## src/rtl/keypad_scan_deb.sv

```systemverilog
// rtl/keypad_scan_deb.sv - matrix keypad column scanner with tick-based debounce and held flag
// Optional 7-segment phone-layout decode on port s when KEYPAD_SEG7_EN is defined.
module keypad_scan_deb #(
    parameter int ROWS      = 4,
    parameter int COLS      = 3,
    parameter int DIV_W     = 14,
    parameter int DEB_TICKS = 4,
    localparam int CW       = $clog2(ROWS * COLS)
) (
    input  logic            ck,
    input  logic            rst,
    input  logic [ROWS-1:0] R,
    output logic [COLS-1:0] C,
    output logic [CW-1:0]   key_code,
    output logic            key_valid,
    output logic            key_held
`ifdef KEYPAD_SEG7_EN
    ,
    output logic [6:0]      s
`endif
);
    localparam int RW  = $clog2(ROWS);
    localparam int CLW = $clog2(COLS);

    typedef enum logic [1:0] {ST_SCAN, ST_DEBOUNCE, ST_HELD} state_t;

    state_t          state, state_nx;
    logic [ROWS-1:0] r_meta, rs, pat, pat_nx;
    logic [DIV_W-1:0] div;
    logic            tick;
    logic [3:0]      cnt, cnt_nx;
    logic [4:0]      cnt_inc;
    logic [CLW-1:0]  col_idx;
    logic [RW-1:0]   row_idx, row_nx;
    logic            single, rotate, accept, held_nx;

    function automatic logic [RW-1:0] onehot_idx(input logic [ROWS-1:0] v);
        onehot_idx = '0;
        for (int i = 0; i < ROWS; i++) begin
            if (v[i]) onehot_idx = RW'(i);
        end
    endfunction

    assign tick    = (div == '1);
    assign cnt_inc = {1'b0, cnt} + 5'd1;
    // Zero or several rows asserted means no key; multi-row patterns are ghosting.
    assign single  = (rs != '0) && ((rs & (rs - ROWS'(1))) == '0);

    always_comb begin
        state_nx = state;
        cnt_nx   = cnt;
        pat_nx   = pat;
        row_nx   = row_idx;
        held_nx  = key_held;
        accept   = 1'b0;
        rotate   = 1'b0;
        if (tick) begin
            case (state)
                ST_SCAN: begin
                    if (single) begin
                        pat_nx   = rs;
                        row_nx   = onehot_idx(rs);
                        cnt_nx   = 4'd1;
                        state_nx = ST_DEBOUNCE;
                    end else begin
                        rotate = 1'b1;
                    end
                end
                ST_DEBOUNCE: begin
                    if (rs == pat) begin
                        if (cnt_inc >= 5'(DEB_TICKS)) begin
                            accept   = 1'b1;
                            held_nx  = 1'b1;
                            cnt_nx   = 4'd0;
                            state_nx = ST_HELD;
                        end else begin
                            cnt_nx = cnt_inc[3:0];
                        end
                    end else begin
                        cnt_nx   = 4'd0;
                        rotate   = 1'b1;
                        state_nx = ST_SCAN;
                    end
                end
                ST_HELD: begin
                    // Any row activity, including a second key, restarts the release count.
                    if (rs == '0) begin
                        if (cnt_inc >= 5'(DEB_TICKS)) begin
                            held_nx  = 1'b0;
                            cnt_nx   = 4'd0;
                            state_nx = ST_SCAN;
                        end else begin
                            cnt_nx = cnt_inc[3:0];
                        end
                    end else begin
                        cnt_nx = 4'd0;
                    end
                end
                default: begin
                    cnt_nx   = 4'd0;
                    state_nx = ST_SCAN;
                end
            endcase
        end
    end

`ifdef KEYPAD_SEG7_EN
    function automatic logic [6:0] seg_decode(input logic [CW-1:0] code);
        case (int'(code))
            0:       seg_decode = 7'b1111001;
            1:       seg_decode = 7'b0100100;
            2:       seg_decode = 7'b0110000;
            3:       seg_decode = 7'b0011001;
            4:       seg_decode = 7'b0010010;
            5:       seg_decode = 7'b0000011;
            6:       seg_decode = 7'b1111000;
            7:       seg_decode = 7'b0000000;
            8:       seg_decode = 7'b0011000;
            9:       seg_decode = 7'b0110010;
            10:      seg_decode = 7'b1000000;
            11:      seg_decode = 7'b1110000;
            default: seg_decode = 7'b1111111;
        endcase
    endfunction

    logic [CW-1:0] code_new;
    assign code_new = CW'(int'(row_idx) * COLS + int'(col_idx));

    always_ff @(posedge ck) begin
        if (rst) begin
            s <= 7'h7F;
        end else if (accept) begin
            s <= seg_decode(code_new);
        end
    end
`endif

    always_ff @(posedge ck) begin
        if (rst) begin
            state     <= ST_SCAN;
            r_meta    <= '0;
            rs        <= '0;
            pat       <= '0;
            div       <= '0;
            cnt       <= 4'd0;
            C         <= COLS'(1);
            col_idx   <= '0;
            row_idx   <= '0;
            key_code  <= '0;
            key_valid <= 1'b0;
            key_held  <= 1'b0;
        end else begin
            r_meta    <= R;
            rs        <= r_meta;
            div       <= div + DIV_W'(1);
            state     <= state_nx;
            cnt       <= cnt_nx;
            pat       <= pat_nx;
            row_idx   <= row_nx;
            key_held  <= held_nx;
            key_valid <= accept;
            if (rotate) begin
                C       <= {C[COLS-2:0], C[COLS-1]};
                col_idx <= (int'(col_idx) == COLS - 1) ? '0 : col_idx + CLW'(1);
            end
            if (accept) begin
                key_code <= CW'(int'(row_idx) * COLS + int'(col_idx));
            end
        end
    end
endmodule

```

## config.mk

```make
export PLATFORM = sky130hd
export DESIGN_NAME = keypad_scan_deb
export DESIGN_NICKNAME = d
export VERILOG_FILES = /design/src/rtl/keypad_scan_deb.sv
export SDC_FILE = /design/constraint.sdc
export NUM_CORES = 1
export LEC_CHECK = 0
export BUFFER_PORTS_ARGS = -buffer_cell sky130_fd_sc_hd__buf_2
export CORE_UTILIZATION = 59
export CTS_CLUSTER_SIZE = 24
export DETAILED_ROUTE_END_ITERATION = 8
export PLACE_DENSITY = 0.86
export SLEW_MARGIN = 30
export SYNTH_ARGS = -nofsm -noshare
export SYNTH_HDL_FRONTEND = slang
export SYNTH_SLANG_ARGS = --single-unit
```

## constraint.sdc

```tcl
create_clock -name ck -period 2.25 [get_ports ck]
set_clock_uncertainty 0.2 [all_clocks]
set_input_delay 0.225 -clock ck [delete_from_list [all_inputs] [get_ports ck]]
set_output_delay 0.225 -clock ck [all_outputs]
set_load 0.01 [all_outputs]
```

## Word level (Yosys, flattened, before mapping)

Cells that the tools add are included.
Widths: inputs -> output; s select.

- $lt $le $gt $ge: 1
- $add $sub $neg: 5
- Reductions and logical operators: 10
- Multiplexer cells: 28
- Equal/unequal tests: 11
- $mul: 1
- Bitwise operators: 1

Operator list:

| operator | number |
|---|---|
| $mux 2 | 8 |
| $mux 4 | 4 |
| $add 14x1->14 const B | 1 |
| $eq 14x14->1 const B | 1 |
| $mux 1 | 12 |
| $pmux 4 s3 | 1 |
| $ne 2x2->1 const B | 5 |
| $logic_not 4->1 | 2 |
| $pmux 2 s3 | 1 |
| $reduce_and 6->1 | 1 |
| $add 4x1->5 const B | 1 |
| $ge 5x3->1 const B | 1 |
| $reduce_and 5->1 | 1 |
| $add 4x2->4 | 1 |
| $and 4x4->4 | 1 |
| $eq 2x2->1 const B | 2 |
| $eq 4x4->1 | 1 |
| $mul 2x2->4 const B | 1 |
| $pmux 1 s2 | 2 |
| $reduce_bool 4->1 | 1 |
| $sub 4x1->4 const B | 1 |
| $ne 3x3->1 const B | 1 |
| $reduce_and 3->1 | 1 |
| $add 2x1->2 const B | 1 |
| 5 further kinds | 5 |

- Output and inout port bits: 9
- Input port bits: 6
- Register bits: 45
- Word-level logic and storage cells: 69

## Logic depth before layout (Yosys ltp)

- Depth in word-level cells: 7
- Mapped depth: 6
- Depth with buffers taken out: 6

## Worst setup path after synthesis

OpenSTA, ideal clock, no wires.

- Path kind: register to register
- Start: reg rs[2]
- End: reg state[1]
- Clock period less this slack: 1.982 ns
- Data required time: 1.963 ns
- Setup time: 0.087 ns
- Cell stages (with the launch flop): 7
- Buffers on the path: 1
- Path slack: 0.268 ns
- Arrival: 1.694 ns
- Cell sequence: dfxtp_1 -> buf_4 -> or4b_4 -> nand2_2 -> o211ai_2 -> or4_1 -> o31ai_1

- Longest elaborated chain between the ends: 6
- Elaborated cells on any way between the ends: 13
- Classes of those cells: add/sub: 1; eq/ne: 4; mux: 2; bitwise: 1; reduce/logical: 5

Ends and longest elaborated chain:

| what | line | source |
|---|---|---|
| start: declaration | 28 | `logic [ROWS-1:0] r_meta, rs, pat, pat_nx;` |
| start signal: assignment | 154 | `rs <= r_meta;` |
| $sub 4x1->4 | 47 | `assign single = (rs != '0) && ((rs & (rs - ROWS'(1))) == '0);` |
| $and 4x4->4 | 47 |  |
| $logic_not 4->1 | 47 |  |
| $logic_and 1x1->1 | 47 |  |
| $ne 2x2->1 (no source line) | -- |  |
| $reduce_and 5->1 (no source line) | -- |  |
| end signal: assignment | 156 | `state <= state_nx;` |
| end: declaration | 27 | `state_t state, state_nx;` |

Several ways; a longest one is shown, not always the timed one.
A chain may end at the register's enable or synchronous reset.

## Final worst setup path

- Start: reg rs[3]
- End: reg C[1]

- Longest elaborated chain between the ends: 7
- Elaborated cells on any way between the ends: 10
- Classes of those cells: add/sub: 1; eq/ne: 1; mux: 4; bitwise: 1; reduce/logical: 3

Ends and longest elaborated chain:

| what | line | source |
|---|---|---|
| $sub 4x1->4 | 47 |  |
| $and 4x4->4 | 47 |  |
| $logic_not 4->1 | 47 |  |
| $logic_and 1x1->1 | 47 |  |
| $mux 1 | 60 | `if (single) begin` |
| $pmux 1 s2 * | 58 | `case (state)` |
| $mux 1 * | 57 | `if (tick) begin` |
| end signal: assignment | 163 | `C <= {C[COLS-2:0], C[COLS-1]};` |
| end: declaration | 13 | `output logic [COLS-1:0] C,` |

Mark *: on every way between the ends. The rest lies on a longest branch, timed or not.

==> impl_metrics.ini <==
[global_routing]
grt-ovfl-total = 0
grt_use_total_pct = 22.3
grt_pass1_vias = 1413
grt_first_pass_wirelength_um = 6100
grt_max_degree = 49
antenna_found_initial = 0

[detailed_routing]
drt_wl_total_um = 3680
wl_per_cell_um = 12.9
drt-initial-drc-count = 104
vias = 1576
post-route-drc-count = 0
ant_nets = 0
drt_pass1_iterations = 4
drt-vias-per-instance = 5.53

[floorplan]
die_area_um2 = 3750
dieWidth_um = 61.2
die_h_um = 61.2
rows = 21
core_area_um2 = 3340
start_util_pct = 62.1
io_pins = 15

[timing]
hold_viol_final = 0
period_needed_ns = 2.11
tightest_slew_ns = 0.809
finalMaxSlewViolations = 0
fmax_mhz = 473
setup_viol = 0
rsz0062_at_grt = false
whs_ns = 0.244
setup_tns_ns = 0
fin_crit_sh_pct = 93.9
maxSlewHeadroom_pct = 46.1

[clock_tree]
numCtsBuffers = 5
clock_sinks = 45
root_buffer = clkbuf_4
clk_latency_ns = 0.36
clkTransAtPathRegs_ns = 0.13
clock_path_buffers = 2
post_cts_buffers = 0
cts_tree = yes
htreeDepth = 2

[worst_setup_path]
path_class = reg -> reg
critPathTopFamily = simple AND/OR/NAND/NOR gates
crit_path_end_kind = register
worst-path-buf-inv = 0
critPathMaxStageDelay_ns = 0.52
r2r_setup_slack_ns = 0.14
path_cells = or4b_4 > o2111a_1 > o2111ai_4 > mux2i_1 > nor2_1
cp_slowest_cell = or4b_4
crit_path_start_kind = register
path_max_fanout = 8
crit_arrival_ns = 2.14
required_ns = 2.28

[synthesis]
syn-num-nets = 231
yosys.area.top_type = dfxtp_1
netlist_top_cells_count = dfxtp_1, nor2_1, a21oi_1, nand2_1, nor2b_1
netlist_instances = 218
synth-async-reset-ratio_pct = 0
ys_ff_latch = 45
synth_top_area_share_pct = 43.5
synth_cell_types = 48
synth_edf_count = 0
yosysMostFrequentCell = dfxtp_1
seq_area_frac_synth_pct = 43.5
yosysWarnings = 0
synth_area_um2 = 2070
syn_avg_cell_area_um2 = 9.50
synth_ff_type = dfxtp_1
synth_area_leaders = dfxtp_1, nor2_1, mux2i_1

[power_and_ir_drop]
switching_share_pct = 21.5
leakage_nw = 0.979
ir_worst_vdd_uv = 462
pwr_density_cell_nw_per_um2 = 605
clkPwrFrac_pct = 37.0
p_int_mw = 1.10
combPwrFrac_pct = 4.8
switchingPower_uw = 302
seqPwrFrac_pct = 58.2

[worst_hold_path]
hold_path_class = in -> reg

[layout]
drive_gt1_share_pct = 15.9
area_growth_pct = 12.2
insertedDiodeCount = 0
fin_util_pct = 69.6
nets = 251

[job]
cap_violations = 0

[place]
place_congestion = 0.785
io_buffers = 14
hpwl_um = 2530

[outcome]
outcome = completed
## power by group through the flow
stage / logic, mW / clock network [mW] / registers (mW)
after floorplan: 0.0499 / 0 / 0.830
after global placement: 0.0576 / 0 / 0.835
after detailed placement: 0.0582 / 0 / 0.836
after CTS: 0.0650 / 0.534 / 0.818
after global routing: 0.0723 / 0.566 / 0.821
final: 0.0668 / 0.520 / 0.818
## cell usage in the layout, fill, tap and decap left out, types with 4 or more instances in the layout
| cell | netlist | routed |
|---|---|---|
| o31ai_1 | 6 | 6 |
| inv_1 | 8 | 8 |
| buf_2 | 2 | 14 |
| dfxtp_1 | 45 | 45 |
| xnor2_1 | 9 | 9 |
| xor2_1 | 8 | 8 |
| ha_1 | 5 | 5 |
| a21oi_1 | 11 | 11 |
| buf_4 | 1 | 4 |
| dlygate4sd3_1 | 0 | 4 |
| nand3_1 | 8 | 8 |
| nand2_1 | 11 | 11 |
| nor2_1 | 29 | 29 |
| nor2b_1 | 10 | 10 |
| mux2i_1 | 8 | 8 |
| clkbuf_4 | 0 | 5 |
| and2_1 | 4 | 4 |
## cell families (layout without fill, tap and decap cells)
kind of cell             after synthesis  in the layout  share of synthesized area (%)
multiplexers                           8              8                           3.87
AO/OA/AOI/OAI                         35             35                           12.7
XOR/XNOR                              17             17                           7.19
flip-flops                            45             45                           43.5
buffers and inverters                 17             38                           3.75
AND/OR/NAND/NOR                       89             89                           24.0
adder cells (fa/ha/maj)                7              7                           4.95
## per-stage QoR
step	setup slack, ns	instances	instance area [um2]	power (mW)
after detailed placement	0.165	273	2180	0.894
after floorplan	0.268	218	2070	0.880
after CTS	0.127	285	2310	1.42
after global placement	0.194	273	2180	0.892
after global routing	0.0367	285	2320	1.46
final	0.136	285	2320	1.40
## timing repair
| item | CTS | global route |
|---|---|---|
| hold endpoints to repair | 4 | 0 |
| setup endpoints to repair | 0 | 3 |
| gates resized for setup | 0 | 2 |
| hold buffers | 4 | 0 |
## final timing paths
check,start,endpoint,cells after the start
min reg2reg,r_meta[1],rs[1],1
min,rst,C[2],2
max,rs[3],C[1],5
max reg2reg,rs[3],C[1],5
## per-layer routing
layer | up-vias | routed length (um) | GRT usage [%]
met4 | 0 | 80 | 10.4
met3 | 8 | 168 | 6.09
li1 | 799 | - | -
met2 | 38 | 1750 | 34.8
met1 | 731 | 1690 | 28.9
met5 | - | 0 | 0
## registers in the layout, summed over array words and instances, names as in the netlist
name / flops
r_meta: 4
div: 14
rs: 4
col_idx: 2
cnt: 4
state: 2
row_idx: 2
key_held: 1
pat: 4
key_code: 4
key_valid: 1
C: 3
## layout make-up
cell class / instances / area (um2)
Clock buffer: 6 / 51.3
Clock inverter: 2 / 37.5
Fill cell: 271 / 1010
Inverter: 8 / 30.0
Multi-Input combinational cell: 156 / 1110
Sequential cell: 45 / 901
Tap cell: 46 / 57.6
Timing Repair Buffer: 22 / 140
Note: power is estimated with default switching activity, not from simulation.
